<file path="src/rtl/sd_sector_arbiter.sv">
// sd_sector_arbiter
// Shares the SD SPI sector engine between two requesters. Arbitration is
// round-robin. Each multi-sector job is broken into single-sector start pulses
// with an auto-incrementing sector address. Every job is gated on sd_init_done.
// The one-hot grant lets the top level steer the data paths to the current owner.
//
// Optional feature macro: SD_ARB_TIMEOUT_EN
//   When defined, a watchdog aborts the job if the busy handshake stalls for
//   TIMEOUT cycles in WAIT_BUSY or WAIT_DONE. When undefined, there is no
//   counter, and the arbiter waits on busy indefinitely.
module sd_sector_arbiter #(
    parameter int CNT_W   = 16,
    parameter int TIMEOUT = 4096
) (
    input  logic                 clk_sd,
    input  logic                 reset_n,
    input  logic                 sd_init_done,
    input  logic [1:0]           req_valid,
    input  logic [1:0]           req_wr,
    input  logic [63:0]          req_addr,
    input  logic [2*CNT_W-1:0]   req_cnt,
    output logic [1:0]           req_ack,
    output logic [1:0]           req_done,
    output logic [1:0]           req_err,
    output logic [1:0]           grant,
    output logic                 wr_start_en,
    output logic [31:0]          wr_sec_addr,
    input  logic                 wr_busy,
    output logic                 rd_start_en,
    output logic [31:0]          rd_sec_addr,
    input  logic                 rd_busy
);

    localparam logic [2:0] S_IDLE      = 3'd0;
    localparam logic [2:0] S_START     = 3'd1;
    localparam logic [2:0] S_WAIT_BUSY = 3'd2;
    localparam logic [2:0] S_WAIT_DONE = 3'd3;
    localparam logic [2:0] S_DONE      = 3'd4;

    logic [2:0]       state_reg, state_next;
    logic [1:0]       grant_reg, ack_reg, done_reg, err_reg;
    logic             owner_reg, last_grant_reg, wr_reg;
    logic [31:0]      cur_addr_reg, wr_sec_addr_reg, rd_sec_addr_reg;
    logic [CNT_W-1:0] remaining_reg;

    logic [31:0]      addr_arr [2];
    logic [CNT_W-1:0] cnt_arr  [2];

    logic             pick_valid, pick_idx;
    logic [1:0]       pick_onehot;
    logic             sel_busy, last_sector, abort, timeout_hit;
    logic [31:0]      next_addr;

    // Split the flat request buses into per-requester fields
    genvar gi;
    generate
        for (gi = 0; gi < 2; gi++) begin : g_unpack
            assign addr_arr[gi] = req_addr[32*gi +: 32];
            assign cnt_arr[gi]  = req_cnt[CNT_W*gi +: CNT_W];
        end
    endgenerate

    // Round-robin pick: a lone requester wins; on a tie the one not served last wins
    always_comb begin
        pick_valid  = sd_init_done && (req_valid != 2'b00);
        pick_idx    = (req_valid == 2'b11) ? ~last_grant_reg : req_valid[1];
        pick_onehot = pick_idx ? 2'b10 : 2'b01;
    end

    assign sel_busy    = wr_reg ? wr_busy : rd_busy;
    assign last_sector = (remaining_reg == CNT_W'(1));
    assign next_addr   = cur_addr_reg + 32'd1;

`ifdef SD_ARB_TIMEOUT_EN
    localparam int TMR_W = $clog2(TIMEOUT + 1);
    logic [TMR_W-1:0] timer_reg;
    logic             waiting;

    assign waiting     = (state_reg == S_WAIT_BUSY) || (state_reg == S_WAIT_DONE);
    assign timeout_hit = waiting && (timer_reg == TMR_W'(TIMEOUT - 1));

    // Busy-phase watchdog: restarts on every state change, counts while waiting
    always_ff @(posedge clk_sd) begin
        if (!reset_n) begin
            timer_reg <= '0;
        end else if (state_next != state_reg) begin
            timer_reg <= '0;
        end else if (waiting) begin
            timer_reg <= timer_reg + TMR_W'(1);
        end
    end
`else
    assign timeout_hit = 1'b0;
`endif

    // Next-state logic; losing the card or a stalled handshake aborts any active job
    always_comb begin
        state_next = state_reg;
        abort      = 1'b0;
        case (state_reg)
            S_IDLE:      if (pick_valid) state_next = (cnt_arr[pick_idx] == '0) ? S_DONE : S_START;
            S_START:     state_next = S_WAIT_BUSY;
            S_WAIT_BUSY: if (sel_busy) state_next = S_WAIT_DONE;
            S_WAIT_DONE: if (!sel_busy) state_next = last_sector ? S_DONE : S_START;
            S_DONE:      state_next = S_IDLE;
            default:     state_next = S_IDLE;
        endcase
        if ((state_reg != S_IDLE) && (!sd_init_done || timeout_hit)) begin
            abort      = 1'b1;
            state_next = S_IDLE;
        end
    end

    // Job latch, sector sequencing and handshake pulses
    always_ff @(posedge clk_sd) begin
        if (!reset_n) begin
            state_reg       <= S_IDLE;
            grant_reg       <= '0;
            ack_reg         <= '0;
            done_reg        <= '0;
            err_reg         <= '0;
            owner_reg       <= 1'b0;
            last_grant_reg  <= 1'b1;
            wr_reg          <= 1'b0;
            cur_addr_reg    <= '0;
            wr_sec_addr_reg <= '0;
            rd_sec_addr_reg <= '0;
            remaining_reg   <= '0;
        end else begin
            state_reg <= state_next;
            ack_reg   <= '0;
            done_reg  <= '0;
            err_reg   <= '0;
            if (abort) begin
                done_reg       <= grant_reg;
                err_reg        <= grant_reg;
                grant_reg      <= '0;
                last_grant_reg <= owner_reg;
            end else begin
                case (state_reg)
                    S_IDLE: begin
                        if (pick_valid) begin
                            owner_reg     <= pick_idx;
                            grant_reg     <= pick_onehot;
                            ack_reg       <= pick_onehot;
                            wr_reg        <= req_wr[pick_idx];
                            cur_addr_reg  <= addr_arr[pick_idx];
                            remaining_reg <= cnt_arr[pick_idx];
                            // Present the first address alongside the first start pulse
                            if (cnt_arr[pick_idx] != '0) begin
                                if (req_wr[pick_idx]) wr_sec_addr_reg <= addr_arr[pick_idx];
                                else                  rd_sec_addr_reg <= addr_arr[pick_idx];
                            end
                        end else begin
                            // Grant is held through the done cycle, dropped here
                            grant_reg <= '0;
                        end
                    end
                    S_WAIT_DONE: begin
                        if (!sel_busy) begin
                            remaining_reg <= remaining_reg - CNT_W'(1);
                            if (!last_sector) begin
                                cur_addr_reg <= next_addr;
                                if (wr_reg) wr_sec_addr_reg <= next_addr;
                                else        rd_sec_addr_reg <= next_addr;
                            end
                        end
                    end
                    S_DONE: begin
                        done_reg       <= grant_reg;
                        last_grant_reg <= owner_reg;
                    end
                    default: ;
                endcase
            end
        end
    end

    assign req_ack     = ack_reg;
    assign req_done    = done_reg;
    assign req_err     = err_reg;
    assign grant       = grant_reg;
    assign wr_start_en = (state_reg == S_START) && wr_reg && sd_init_done;
    assign rd_start_en = (state_reg == S_START) && !wr_reg && sd_init_done;
    assign wr_sec_addr = wr_sec_addr_reg;
    assign rd_sec_addr = rd_sec_addr_reg;

endmodule

</file>
<file path="config.mk">
export PLATFORM = sky130hd
export DESIGN_NAME = sd_sector_arbiter
export DESIGN_NICKNAME = d
export VERILOG_FILES = /design/src/rtl/sd_sector_arbiter.sv
export SDC_FILE = /design/constraint.sdc
export NUM_CORES = 1
export LEC_CHECK = 0
export CAP_MARGIN = 20
export CORE_MARGIN = 1.5
export CORE_UTILIZATION = 49
export DETAILED_ROUTE_END_ITERATION = 10
export PLACE_DENSITY = 0.8
export SLEW_MARGIN = 20
export SYNTH_ARGS = -nofsm -noshare
export SYNTH_HDL_FRONTEND = slang
export SYNTH_SLANG_ARGS = --single-unit
</file>
<file path="constraint.sdc">
create_clock -name clk_sd -period 2.7 [get_ports clk_sd]
set_input_delay 0.54 -clock clk_sd [delete_from_list [all_inputs] [get_ports clk_sd]]
set_output_delay 0.54 -clock clk_sd [all_outputs]
set_load 0.05 [all_outputs]
</file>
## Word level (Yosys, flattened, before mapping)

Index checks and enable logic that the tools add are counted.

| word-level totals | value |
|---|---|
| bits in latches | 0 |
| RAM bits | 0 |
| memories | 0 |
| ROM bits | 0 |
| input port bits | 105 |
| flip-flop bits (word level) | 126 |

| cells by class | value |
|---|---|
| bitwise operators | 5 |
| divide/modulo/power cells | 0 |
| multiply operators | 0 |
| eq/ne operators | 15 |
| mux-type cells | 44 |
| reductions and logical operators | 25 |
| order comparisons | 2 |
| shift operators | 0 |
| add/sub/neg operators | 2 |

Operators by type and width:

| cell | count |
|---|---|
| $mux W32 | 18 |
| $pmux W32 S2 | 3 |
| $mux W16 | 5 |
| $add A32 B1 Y32 const B | 1 |
| $pmux W16 S2 | 1 |
| $ne A2 B2 Y1 const B | 9 |
| $eq A16 B1 Y1 const B | 1 |
| $logic_not A16 Y1 | 1 |
| $reduce_and A8 Y1 | 2 |
| $reduce_bool A16 Y1 | 1 |
| $sub A16 B1 Y16 const B | 1 |
| $mux W3 | 5 |
| $pmux W3 S4 | 1 |
| $mux W2 | 4 |
| $mux W1 | 7 |
| $eq A3 B2 Y1 const B | 2 |
| $logic_and A1 B1 Y1 | 6 |
| $reduce_and A3 Y1 | 2 |
| $reduce_bool A2 Y1 | 3 |
| $reduce_and A5 Y1 | 1 |
| $not A1 Y1 | 4 |
| $reduce_and A4 Y1 | 1 |
| $reduce_or A2 Y1 | 2 |
| $eq A3 B1 Y1 const B | 1 |
| other kinds (10) | 11 |

## Longest topological paths before layout

| depth | value |
|---|---|
| depth after elaboration | 10 |
| gate-level depth with buffers | 11 |
| depth with buffers taken out | 8 |

## Worst setup path before layout

Ideal clock, no wire load.

| timing path | value |
|---|---|
| path kind | input-to-reg |
| start | input port rd_busy |
| end | register rd_sec_addr_reg[25], in the netlist rd_sec_addr[25] |
| data arrival time | 2280 ps |
| path buffers | 4 |
| stages on the path | 10 |
| slack | 289 ps |
| cell sequence | mux2_4 > o22ai_2 > nand3b_1 > buf_6 > or4_4 > buf_6 > buf_6 > buf_6 > nand3_2 > o21ai_2 |

| between the ends | value |
|---|---|
| word-level cells in the longest chain between the ends | 3 |

Ends and longest elaborated chain:

| what | RTL line | source |
|---|---|---|
| from (decl) | 31 | `input logic rd_busy` |
| $mux W1 | 70 | `assign sel_busy = wr_reg ? wr_busy : rd_busy;` |
| $ne A2 B2 Y1 (no line) | -- |  |
| $reduce_and A8 Y1 (no line) | -- |  |
| to (signal assigned) | 152 | `else rd_sec_addr_reg <= addr_arr[pick_idx];` |
| to (signal assigned) | 165 | `else rd_sec_addr_reg <= next_addr;` |
| to (decl) | 43 | `logic [31:0] cur_addr_reg, wr_sec_addr_reg, rd_sec_addr_reg;` |

Every way passes these cells.
A chain may end at the register's enable or synchronous reset.

## Worst setup path after layout

| timing path | value |
|---|---|
| start | register cur_addr_reg[4] |
| end | register wr_sec_addr_reg[25], in the netlist wr_sec_addr[25] |

| between the ends | value |
|---|---|
| word-level cells in the longest chain between the ends | 5 |

Ends and longest elaborated chain:

| what | RTL line | source |
|---|---|---|
| from (decl) | 43 |  |
| from (signal assigned) | 147 | `cur_addr_reg <= addr_arr[pick_idx];` |
| from (signal assigned) | 163 | `cur_addr_reg <= next_addr;` |
| $add A32 B1 Y32 | 72 | `assign next_addr = cur_addr_reg + 32'd1;` |
| $mux W32 | 164 | `if (wr_reg) wr_sec_addr_reg <= next_addr;` |
| $mux W32 | 162 | `if (!last_sector) begin` |
| $mux W32 | 160 | `if (!sel_busy) begin` |
| $pmux W32 S2 | 140 | `case (state_reg)` |
| to (signal assigned) | 151 | `if (req_wr[pick_idx]) wr_sec_addr_reg <= addr_arr[pick_idx];` |
| to (signal assigned) | 164 |  |
| to (decl) | 43 |  |

Every way passes these cells. The select of a mux whose other input is x is not followed.

==> summary.md <==
| Metric | Value |
|---|---|
| Post-synth EDFFs | `0` |
| Core area | `0.0134 mm²` |
| Largest net degree at the start of global routing | `90` |
| Final Instance Count excl. Fillers | `roughly 1.3k` |
| Setup violators final | `0` |
| Core Rows | `42` |
| Main combinational cell family by area after synthesis | `simple AND/OR/NAND/NOR gates` |
| Multi-input logic area | `0.00395 mm²` |
| Pwr dens | `about 610 mW/mm²` |
| Antenna Cells | `0` |
| Synth Area per Inst | `7.36 µm²` |
| Worst VDD drop | `approximately 0.43 mV` |
| Fillers | `between 1k and 1.5k` |
| Post-CTS Setup Inserts | `0` |
| Initial Util | `50.8%` |
| Worst Tran Pin Value | `0.792 ns` |
| DR pass1 iterations | `7` |
| Vias in the first global route | `between 6k and 7k` |
| CP bufs+invs | `0` |
| PortBufs | `178` |
| Worst hold margin | `0.453 ns` |
| Total power | `5.82 mW` |
| # H-tree levels | `4` |
| Final hold violations | `0` |
| Critical path data arrival time | `2.79 ns` |
| Final design utilization | `71.1%` |
| Most used DFF post-synth | `dfxtp_1` |
| Wire per inst | `16.1 µm` |
| Met3 wire length | `about 1500 µm` |
| RSZ-0062 raised after global routing | `no` |
| Die span in y | `121 µm` |
| GRT overflow | `0` |
| Post-synthesis register bit count | `126` |
| Min cycle time layout | `2.52 ns` |
| Adder-cell share of the synthesized area | `less than 1%` |
| Simple logic cell fraction of the synthesized area | `32.3%` |
| Clock sinks | `around 130` |
| Post-Syn Instances | `925` |
| Max_cap viols | `0` |
| Largest delay share family, worst path | `compound AO/OA/AOI/OAI gates` |
| Max-slew violation count | `0` |
| Post-Syn Area | `0.00681 mm²` |
| Cell chain of the critical path | `nand4_1 -> or4_1 -> o21a_1 -> o311ai_0 -> o21ai_0` |
| CP max-delay cell | `or4_1` |
| TritonCTS Buffers | `17` |
| Clock tree buffer depth | `2` |
| Die area | `between 0.01 and 0.015 mm²` |
| Mux cell area share after synthesis | `2.43%` |
| Worst R2R Start | `cur_addr_reg[4]$_SDFFE_PN0P_` |
| Cell variety after synth | `56` |
| R2r endpoint | `wr_sec_addr[25]$_SDFFE_PN0P_` |
| Slew HR | `46.7%` |
| First-pass GRT wire length | `between 30,000 and 40,000 µm` |
| Fin crit share | `93.5%` |
| Post-DP HPWL | `14,500 µm` |
| DRC viols | `0` |
| Crit. End Element | `register` |
| Via density | `5.81` |
| Setup Skew | `0.00847 ns` |
| CP Depth | `5` |
| Post-route ant nets | `0` |
| Leakage | `around 3.6 nW` |
| CTS tree | `yes` |
| Reg clk slew, reported paths | `0.06 ns` |
| GP Congestion | `slightly above 0.9` |
| M1 WL | `8560 µm` |
| WL final | `slightly above 20,000 µm` |
| Layout cells sized above 1 | `9.75%` |
| Initial antenna violation count | `0` |
| Worst setup endpoint | `wr_sec_addr[25]$_SDFFE_PN0P_` |
| Skew-Pair Late Insertion Delay | `0.41 ns` |
| Compound-Gate Fraction of Synth Area | `about 19%` |
| Type of origin of the critical path | `register` |
| Gr usage total | `between 20% and 30%` |
| Hold bufs inserted after CTS | `0` |
| DP Cell Count | `approximately 1.2k` |
| Crit Path Max Fanout | `9` |
| Crit path launch | `cur_addr_reg[4]$_SDFFE_PN0P_` |
| Highest routed layer | `met4` |
| XOR/XNOR share of the synthesized area | `3.09%` |
| Crit-path max cell delay | `0.77 ns` |
| Max Freq | `396 MHz` |
| Cell count of the worst reg-to-reg path | `5` |
| Root Driver | `clkbuf_16` |
| Vias | `7,393` |
| Mapped Nets | `1,033` |
| IO Count | `179` |
| Initial drt markers | `662` |
| Setup CP Type | `register to register` |
| Final nets | `1,192` |
| Outcome | `complete, no violations` |
| Synth Warn # | `0` |
| Met2 WL post-DR | `10,000 µm` |
| Final TNS setup | `0 ns` |
| Hold Crit Class | `register to register` |
| Critical path data required time | `2.97 ns` |
| P&R area growth vs syn | `40.0%` |
| Die Width | `around 120 µm` |
| Worst R2R Setup Slack | `0.18 ns` |
| Register area | `0.00252 mm²` |
| Sequential-to-total area share from yosys stat | `37.1%` |
| Async SR Flop Fraction | `0%` |
cells by family after synthesis:
kind of cell	count (synthesis)
AO/OA/AOI/OAI	228
XOR/XNOR	24
adder cells (fa/ha/maj)	3
buffers and inverters	82
flip-flops	126
multiplexers	16
AND/OR/NAND/NOR	446
routing by layer:
layer	GRT usage (%)	vias up
met5	0	-
met4	10.1	0
met3	5.50	37
met2	48.6	328
met1	34.9	3405
li1	-	3623
worst min-delay path: stages (launching register included):
cell,delay (ns)
dfxtp_1,0.31
nand3_1,0.05
o21ai_1,0.05
area by class of cell:
type,count,area share [%]
Sequential cell,126,26.5
Clock buffer,20,4.79
Inverter,6,0.236
Multi-Input combinational cell,717,41.4
Timing Repair Buffer,216,22.8
Clock inverter,12,1.93
Tap cell,176,2.31
synth_stat cells (all sizes together) (3+ instances only):
library cell / number / area (µm²)
a211oi: 3 / 22.5
a21o: 6 / 45.0
a21oi: 74 / 370
a31oi: 14 / 87.6
and2: 6 / 37.5
and3: 24 / 150
and4: 8 / 70.1
buf: 28 / 161
clkbuf: 48 / 180
dfxtp: 126 / 2520
ha: 3 / 37.5
inv: 6 / 22.5
mux2i: 15 / 150
nand2: 168 / 631
nand3: 87 / 485
nand4: 19 / 119
nor2: 59 / 221
nor3: 26 / 135
nor3b: 4 / 30.0
nor4: 20 / 140
o211ai: 4 / 30.0
o21a: 3 / 22.5
o21ai: 102 / 548
o22ai: 4 / 31.3
o31ai: 4 / 30.0
or2: 3 / 18.8
or3: 8 / 50.1
or4: 9 / 71.3
xnor2: 10 / 87.6
xor2: 14 / 123
where the power goes:
part | switching [mW] | leakage, nW | internal, mW | total (mW)
combinational | 0.738 | 2.28 | 0.518 | 1.26
sequential | 0.120 | 1.03 | 1.99 | 2.11
clock | 0.859 | 0.307 | 1.60 | 2.46
worst min-delay path by stage:
stage | start | to | slack, ns | cells past startpoint
final | rd_sec_addr[10]$_SDFFE_PN0P_ | rd_sec_addr[10]$_SDFFE_PN0P_ | 0.45 | 2
after floorplan | owner_reg$_SDFFE_PN0P_ | last_grant_reg$_SDFFE_PN1P_ | 0.44 | 2
after global placement | wr_sec_addr[6]$_SDFFE_PN0P_ | wr_sec_addr[6]$_SDFFE_PN0P_ | 0.44 | 2
after CTS | wr_sec_addr[28]$_SDFFE_PN0P_ | wr_sec_addr[28]$_SDFFE_PN0P_ | 0.46 | 2
after detailed placement | wr_sec_addr[28]$_SDFFE_PN0P_ | wr_sec_addr[28]$_SDFFE_PN0P_ | 0.45 | 2
after global routing | rd_sec_addr[2]$_SDFFE_PN0P_ | rd_sec_addr[2]$_SDFFE_PN0P_ | 0.47 | 2
timing repair:
item / in CTS / in global routing
endpoints found under the setup margin: 0 / 7
gates resized for setup: 0 / 2
hold endpoints to repair: 0 / 0
cells in the final DEF (no fill, tap or decap), drive strengths merged, types with 8 or more instances in the layout:
| master | n |
|---|---|
| nor4 | 20 |
| xnor2 | 10 |
| clkdlybuf4s50 | 175 |
| clkbuf | 20 |
| inv | 8 |
| nand2 | 168 |
| and3 | 24 |
| or4 | 9 |
| nand3 | 87 |
| nor2 | 59 |
| nor3 | 26 |
| and4 | 8 |
| o21ai | 102 |
| a21oi | 74 |
| mux2i | 15 |
| nand4 | 19 |
| or3 | 8 |
| a31oi | 14 |
| xor2 | 14 |
| dfxtp | 126 |
| buf | 41 |
through the flow:
step	worst slack, ns	cell area [µm²]
finish	0.176	9530
CTS	0.142	9520
global placement	-0.103	8880
global route	0.0447	9530
floorplan	0.289	6810
detailed placement	-0.156	8880
(Power assumes the default switching activity.)
